### config.mk
export PLATFORM = sky130hd
export DESIGN_NAME = ultrasonic_sequencer
export DESIGN_NICKNAME = d
export VERILOG_FILES = /design/src/rtl/ultrasonic_sequencer.sv
export SDC_FILE = /design/constraint.sdc
export NUM_CORES = 1
export LEC_CHECK = 0
export CORE_MARGIN = 3
export CORE_UTILIZATION = 60
export DETAILED_ROUTE_END_ITERATION = 16
export PLACE_DENSITY = 0.79
export SYNTH_ARGS = -nofsm -noshare
export SYNTH_HDL_FRONTEND = slang
export SYNTH_SLANG_ARGS = --single-unit
### constraint.sdc
create_clock -name hw_clk -period 3.6 [get_ports hw_clk]
set_clock_uncertainty 0.1 [all_clocks]
set_input_delay 0.72 -clock hw_clk [delete_from_list [all_inputs] [get_ports hw_clk]]
set_output_delay 0.72 -clock hw_clk [all_outputs]
set_load 0.02 [all_outputs]
### src/rtl/ultrasonic_sequencer.sv
// Ultrasonic ranging sequencer: trigger pulse, echo timing with timeout, on-the-fly
// centimetre conversion, valid/ready result hand-off and a minimum trigger period.
module ultrasonic_sequencer #(
    parameter int TRIG_CYCLES    = 120,
    parameter int CYC_PER_CM     = 696,
    parameter int MAX_CM         = 400,
    parameter int TIMEOUT_CYCLES = 300000,
    parameter int PERIOD_CYCLES  = 720000
) (
    input  logic       hw_clk,
    input  logic       rst,
    input  logic       enable,
    input  logic       start,
    input  logic       echo,
    output logic       trig,
    output logic       busy,
    output logic       dist_valid,
    input  logic       dist_ready,
    output logic [8:0] distance_cm,
    output logic       timeout,
    output logic [2:0] dbg_state
);
    // Result handshake: dist_valid rises with distance_cm/timeout loaded and holds them
    // unchanged until a cycle with dist_ready=1; it drops on the following edge.
    // A new launch is blocked while dist_valid is high, so no result is ever overwritten.

    typedef enum logic [2:0] {
        IDLE      = 3'd0,
        TRIG      = 3'd1,
        WAIT_RISE = 3'd2,
        MEASURE   = 3'd3,
        RESULT    = 3'd4,
        HOLDOFF   = 3'd5
    } state_t;

    localparam int              SUB_W     = $clog2(CYC_PER_CM);
    localparam logic [19:0]     TRIG_LAST = 20'(TRIG_CYCLES - 1);
    localparam logic [19:0]     HIGH_LIM  = 20'(TIMEOUT_CYCLES);
    localparam logic [19:0]     WAIT_LIM  = 20'(TIMEOUT_CYCLES - 1);
    localparam logic [19:0]     PER_LAST  = 20'(PERIOD_CYCLES - 1);
    localparam logic [19:0]     CNT_SAT   = 20'hFFFFF;
    localparam logic [SUB_W-1:0] SUB_LAST = SUB_W'(CYC_PER_CM - 1);
    localparam logic [8:0]      CM_MAX    = 9'(MAX_CM);

    state_t            state;
    logic              echo_s1, echo_s2, echo_d;
    logic [19:0]       tcnt;
    logic [19:0]       tcnt_inc;
    logic [19:0]       period_cnt;
    logic [SUB_W-1:0]  sub_cnt;
    logic [8:0]        cm;
    logic              to_flag;

    assign tcnt_inc  = tcnt + 20'd1;
    assign busy      = (state != IDLE);
    assign dbg_state = state;

    always_ff @(posedge hw_clk) begin
        if (rst) begin
            state       <= IDLE;
            echo_s1     <= 1'b0;
            echo_s2     <= 1'b0;
            echo_d      <= 1'b0;
            tcnt        <= '0;
            period_cnt  <= CNT_SAT;
            sub_cnt     <= '0;
            cm          <= '0;
            to_flag     <= 1'b0;
            trig        <= 1'b0;
            dist_valid  <= 1'b0;
            distance_cm <= '0;
            timeout     <= 1'b0;
        end else begin
            echo_s1 <= echo;
            echo_s2 <= echo_s1;
            echo_d  <= echo_s2;

            if (period_cnt != CNT_SAT)
                period_cnt <= period_cnt + 20'd1;

            if (dist_valid && dist_ready)
                dist_valid <= 1'b0;

            case (state)
                IDLE: begin
                    if ((enable || start) && !dist_valid) begin
                        state      <= TRIG;
                        trig       <= 1'b1;
                        tcnt       <= '0;
                        to_flag    <= 1'b0;
                        // The trig-high cycle counts as the first elapsed period cycle,
                        // which makes rise-to-rise spacing exactly PERIOD_CYCLES.
                        period_cnt <= 20'd1;
                    end
                end
                TRIG: begin
                    if (tcnt == TRIG_LAST) begin
                        trig  <= 1'b0;
                        tcnt  <= '0;
                        state <= WAIT_RISE;
                    end else begin
                        tcnt <= tcnt_inc;
                    end
                end
                WAIT_RISE: begin
                    if (echo_s2 && !echo_d) begin
                        // The rising-edge cycle is itself the first echo-high cycle.
                        state   <= MEASURE;
                        tcnt    <= 20'd1;
                        sub_cnt <= SUB_W'(1);
                        cm      <= '0;
                    end else if (tcnt_inc >= WAIT_LIM) begin
                        state   <= RESULT;
                        cm      <= CM_MAX;
                        to_flag <= 1'b1;
                    end else begin
                        tcnt <= tcnt_inc;
                    end
                end
                MEASURE: begin
                    if (!echo_s2) begin
                        state <= RESULT;
                    end else if (tcnt_inc >= HIGH_LIM) begin
                        state   <= RESULT;
                        cm      <= CM_MAX;
                        to_flag <= 1'b1;
                    end else begin
                        tcnt <= tcnt_inc;
                        if (sub_cnt == SUB_LAST) begin
                            sub_cnt <= '0;
                            if (cm != CM_MAX)
                                cm <= cm + 9'd1;
                        end else begin
                            sub_cnt <= sub_cnt + SUB_W'(1);
                        end
                    end
                end
                RESULT: begin
                    distance_cm <= cm;
                    timeout     <= to_flag;
                    dist_valid  <= 1'b1;
                    state       <= HOLDOFF;
                end
                HOLDOFF: begin
                    if (period_cnt >= PER_LAST)
                        state <= IDLE;
                end
                default: state <= IDLE;
            endcase
        end
    end
endmodule

# [Yosys cells after proc, flatten, opt, wreduce, memory -nomap -nowiden]
# Cells that the tools add are included.
[totals] reg_bits=78 wordCells=103
[classes] n_addsub=4 order_cmp=3 eq_ne=23 mux=41 reduce_logical=19
[op_table] cell="20-bit two-way mux" n=9
[op_table] cell="20-bit one-hot mux with 4 select lines" n=1
[op_table] cell="9-bit two-way mux" n=6
[op_table] cell="20-bit by 1-bit adder with 20-bit output (second input constant)" n=2
[op_table] cell="20-bit by 19-bit greater-or-equal comparator with 1-bit output (second input constant)" n=2
[op_table] cell="10-bit two-way mux" n=4
[op_table] cell="3-bit two-way mux" n=7
[op_table] cell="20-bit by 7-bit equality test with 1-bit output (second input constant)" n=1
[op_table] cell="20-bit greater-or-equal comparator (second input constant)" n=1
[op_table] cell="20-bit inequality test (second input constant)" n=1
[op_table] cell="10-bit one-hot mux with 2 select lines" n=1
[op_table] cell="2-bit inequality test (second input constant)" n=9
[op_table] cell="3-bit one-hot mux with 6 select lines" n=1
[op_table] cell="9-bit one-hot mux with 2 select lines" n=1
[op_table] cell="3-bit inequality test (second input constant)" n=5
[op_table] cell="5-bit AND reduction" n=3
[op_table] cell="10-bit by 1-bit adder with 10-bit output (second input constant)" n=1
[op_table] cell="10-bit equality test (second input constant)" n=1
[op_table] cell="9-bit by 1-bit adder with 9-bit output (second input constant)" n=1
[op_table] cell="1-bit two-way mux" n=9
[op_table] cell="9-bit inequality test (second input constant)" n=1
[op_table] cell="3-bit by 2-bit equality test with 1-bit output (second input constant)" n=2
[op_table] cell="3-bit equality test (second input constant)" n=2
[op_table] cell="6-bit AND reduction" n=1
[op_table] cell="12 further kinds" n=18

# [Longest topological paths before layout]
[logic_depth] word_depth=6 depth_mapped=13 ltp_nobuf=10

# [Worst setup path after synthesis]
# No wires, ideal clock.
[synth_path] path_type="reg2reg" start="reg tcnt[1]" end="reg tcnt[12]" setup_time_ns=0.117 t_arrival_ns=2.668 path_slack_ns=0.714 path_stages_with_launch=11 n_path_buf=2 period_less_slack_ns=2.886 cell_sequence="dfxtp_1 -> clkbuf_1 -> nand4_2 -> nor4_2 -> xor2_1 -> nor4_2 -> o211ai_2 -> a21oi_2 -> nor3_1 -> buf_2 -> a32o_1"
[synth_via] elab_chain_len=4 word_cells_on_any_way=13 classes_between="add/sub: 1; order compare: 2; eq/ne: 3; mux: 6; reduce/logical: 1"
[synth_lines] element="start: declaration" line="47" source="logic [19:0] tcnt;"
[synth_lines] element="start signal: assignment" line="102" source="tcnt <= tcnt_inc;"
[synth_lines] element="start signal: assignment" line="117" source="tcnt <= tcnt_inc;"
[synth_lines] element="start signal: assignment" line="128" source="tcnt <= tcnt_inc;"
[synth_lines] element="20-bit by 1-bit adder with 20-bit output" line="54" source="assign tcnt_inc = tcnt + 20'd1;"
[synth_lines] element="20-bit by 19-bit greater-or-equal comparator with 1-bit output, or another cell as far along" line="112" source="end else if (tcnt_inc >= WAIT_LIM) begin"
[synth_lines] element="3-bit inequality test (no source line), or another cell as far along"
[synth_lines] element="5-bit AND reduction (no source line) / 20-bit one-hot mux with 4 select lines (equally long branches)"
# Several ways; a longest one is shown, not always the timed one. The select of a mux whose other input is x is not followed.
# A chain may end at the register's enable or synchronous reset.

# [Worst setup path after layout]
[layout_path] start="reg tcnt[7]" end="reg cm[4]"
[layout_via] elab_chain_len=5 word_cells_on_any_way=10 classes_between="add/sub: 1; order compare: 2; eq/ne: 3; mux: 3; reduce/logical: 1"
[layout_lines] element="20-bit by 1-bit adder with 20-bit output (*)" line="54"
[layout_lines] element="20-bit by 19-bit greater-or-equal comparator with 1-bit output" line="123" source="end else if (tcnt_inc >= HIGH_LIM) begin"
[layout_lines] element="9-bit two-way mux" line="123"
[layout_lines] element="9-bit two-way mux" line="121" source="if (!echo_s2) begin"
[layout_lines] element="9-bit one-hot mux with 2 select lines" line="84" source="case (state)"
[layout_lines] element="end signal: assignment" line="132" source="cm <= cm + 9'd1;"
[layout_lines] element="end: declaration" line="51" source="logic [8:0] cm;"
# Every way passes the cells marked *; elsewhere a longest branch is shown, timed or not. The select of a mux whose other input is x is not followed.

==> flow_metrics.tcl <==
set metrics [dict create \
    min_from "timeout" \
    p_leak_nw 1.84 \
    max-vdd-ir-drop_v 0.000493 \
    fin_crit_sh 0.929 \
    yosys.area_share.xor_xnor 0.0442 \
    root_buffer "clkbuf_8" \
    drtIter0Drc 362 \
    power-per-cell-area_nw_per_um2 600 \
    synth.top_cell.area_share 0.328 \
    overflow 0 \
    htree_levels 3 \
    grt_pass1_wl_microns 20500 \
    synth_top_family_by_area "simple AND/OR/NAND/NOR gates" \
    ant_nets 0 \
    areaGrowthSynthToFinish_pct 9.89 \
    start_util 0.635 \
    yosys_warnings 0 \
    clk_pin_slew_worst_paths_ns 0.08 \
    grt_max_degree 50 \
    synth_compound_area_frac 0.245 \
    fin_tns_setup_ns 0 \
    power_mw 3.14 \
    dieWidth_microns 95.0 \
    switchingPower_mw 1.32 \
    async_flop_share 0 \
    ys_top_cells_by_area "dfxtp_1 33%, nand2_1 4.7%, nand3_1 4.1%" \
    synth_edf_count 0 \
    seq_power_share 0.384 \
    worstPathRequired_ns 3.78 \
    drive_above_1_share 0.108 \
    synthMuxAreaShare 0.0113 \
    synth_nets 603 \
    antenna_cells 0 \
    dpl.hpwl_microns 8340 \
    drcViolationCount 0 \
    routed_wl_microns 12400 \
    tightest_slew_ns 0.613 \
    rows 31 \
    postCtsSetupBuffers 0 \
    clockPowerShare 0.198 \
    nets 610 \
    first_global_vias 4275 \
    cts.sinks 78 \
    yosysTopAreaCell "dfxtp_1" \
    crit_path_end_kind "flop" \
    path_max_fanout 11 \
    p_sw_frac 0.422 \
    cts_tree "done" \
    synthAdderAreaFrac 0.0158 \
    antenna_found_initial 0 \
    num-fill-cells 637 \
    ctsHoldBuffers 0 \
    grt.total_usage 0.285 \
    synth.distinct_cells 79 \
    ys_seq_elements 78 \
    setup_viol 0 \
    whs_path_depth 2 \
    regToRegSetupSlack_ns 0.26 \
    die-area_sq_um 9030 \
    syn_avg_cell_area_sq_um 8.05 \
    cts-buffers-inserted 9 \
    p_int_mw 1.81 \
    place_congestion 0.957 \
    synth_common_cells "78 x dfxtp_1, 60 x nand2_1, 39 x nand3_1" \
    yosys.area_share.simple 0.295 \
    crit_path_start_kind "flop" \
    status "finished, final reports clean" \
    via_per_inst 6.65 \
    rr_startpoint "tcnt[7]" \
    cp.arrival_ns 3.52 \
    ys_seq_area_frac 0.328 \
    min_path_type "flop to flop" \
    rsz0062_at_grt "no" \
    syn_area_sq_um 4760 \
    holdPathEnd "timeout" \
    crit_type "flop to flop" \
    relSlewSlack 0.588 \
    syn_inst 591 \
    drv_cap 0 \
    clockBufferDepth 2 \
    fin_crit_ns 3.34 \
    synthFlopType "dfxtp_1" \
    max_freq_ghz 0.299 \
    vias 4665 \
    r2r_cells 8 \
    hold_viol 0 \
    p_comb_frac 0.418 \
    clkLatencyLatePin_ns 0.36 \
    maxSlewViolCount 0 \
    wl_per_cell_microns 17.7 \
    r2r-end "cm[4]" \
    core_sq_um 7490 \
    first_pass_iters 5 \
    dieHeight_microns 95.0 \
    io_pins 22 \
    synth_most_common_cell "dfxtp_1" \
    port-buffer-count 21 \
]
-- kinds of logic after synthesis --
| group | count (synthesis) |
|---|---|
| simple gates | 253 |
| compound gates | 160 |
| flops | 78 |
| buf+inv | 65 |
| xor+xnor | 24 |
| fa+ha+maj | 6 |
| mux | 5 |
-- per-stage QoR --
| stage | area, sq um | worst slack, ns | utilization | hold slack [ns] | instances |
|---|---|---|---|---|---|
| finish | 5230 | 0.257 | 0.698 | 0.354 | 702 |
| global route | 5230 | 0.00278 | 0.698 | 0.362 | 702 |
| CTS | 5220 | 0.221 | 0.697 | 0.356 | 702 |
| detailed placement | 5030 | 0.251 | 0.672 | 0.340 | 686 |
| global placement | 5030 | 0.282 | 0.672 | 0.318 | 686 |
| floorplan | 4760 | 0.714 | - | 0.314 | 591 |
-- metal layers --
layer  global-route usage  part of all wire
met5                    0                 0
met4               0.0733             0.017
met3               0.0710             0.066
met2                0.469              0.48
met1                0.375              0.44
-- sequential cells by signal, indices dropped and copies added (netlist names) --
| register | flops |
|---|---|
| cm | 9 |
| dbg_state | 3 |
| dist_valid | 1 |
| distance_cm | 9 |
| echo_d | 1 |
| echo_s1 | 1 |
| echo_s2 | 1 |
| period_cnt | 20 |
| sub_cnt | 10 |
| tcnt | 20 |
| timeout | 1 |
| to_flag | 1 |
| trig | 1 |
-- placed cells by master (no fill, tap or decap), drive strengths merged, types with 11 or more instances in the layout --
master,Yosys,routed
inv,18,19
clkbuf,25,12
clkdlybuf4s50,0,20
o21ai,28,28
dfxtp,78,78
and3,12,12
xor2,13,13
buf,22,23
nand4,23,23
xnor2,11,11
a21oi,39,39
nor4,13,13
nand3,41,41
a31oi,14,14
nand2,60,60
nor2,35,35
nor3,26,26
a32o,12,12
-- what timing repair did --
item,in CTS,in global routing
endpoints found under the hold margin,0,0
gates resized for setup,0,1
setup endpoints to repair,0,16
-- power by group through the flow --
| stage | Sequential, mW | Clock, mW | Combinational [mW] |
|---|---|---|---|
| after global routing | 1.23 | 0.665 | 1.45 |
| after floorplan | 1.16 | 0 | 0.952 |
| after global placement | 1.21 | 0 | 1.25 |
| after CTS | 1.20 | 0.635 | 1.30 |
| final | 1.21 | 0.621 | 1.31 |
| after detailed placement | 1.21 | 0 | 1.28 |
-- how the worst max path moves through the flow --
stage                          end     from  cells after the start
after floorplan           tcnt[12]  tcnt[1]                     10
after global placement       cm[0]  tcnt[7]                      8
after detailed placement     cm[4]  tcnt[7]                      8
after CTS                    cm[4]  tcnt[7]                      8
after global routing         cm[0]  tcnt[2]                      8
final                        cm[4]  tcnt[7]                      8
-- worst max-delay path: stages (launching register included) --
cell and delay (ns):
dfxtp_1 0.61, nand4_2 0.24, nor4_4 0.48, mux2i_1 0.28
a31oi_1 0.18, o211ai_4 0.41, a41oi_2 0.36, a21oi_1 0.34
a2bb2oi_1 0.24
-- final cells by class --
cell class | count | area, sq um | share of cell area
Multi-Input combinational cell | 448 | 2920 | 0.558
Sequential cell | 78 | 1560 | 0.299
Timing Repair Buffer | 43 | 370 | 0.0708
Clock buffer | 12 | 155 | 0.0297
Tap cell | 99 | 124 | 0.0237
Inverter | 18 | 67.6 | 0.0129
Clock inverter | 4 | 30.0 | 0.00574
Note: power is estimated with default switching activity, not from simulation.
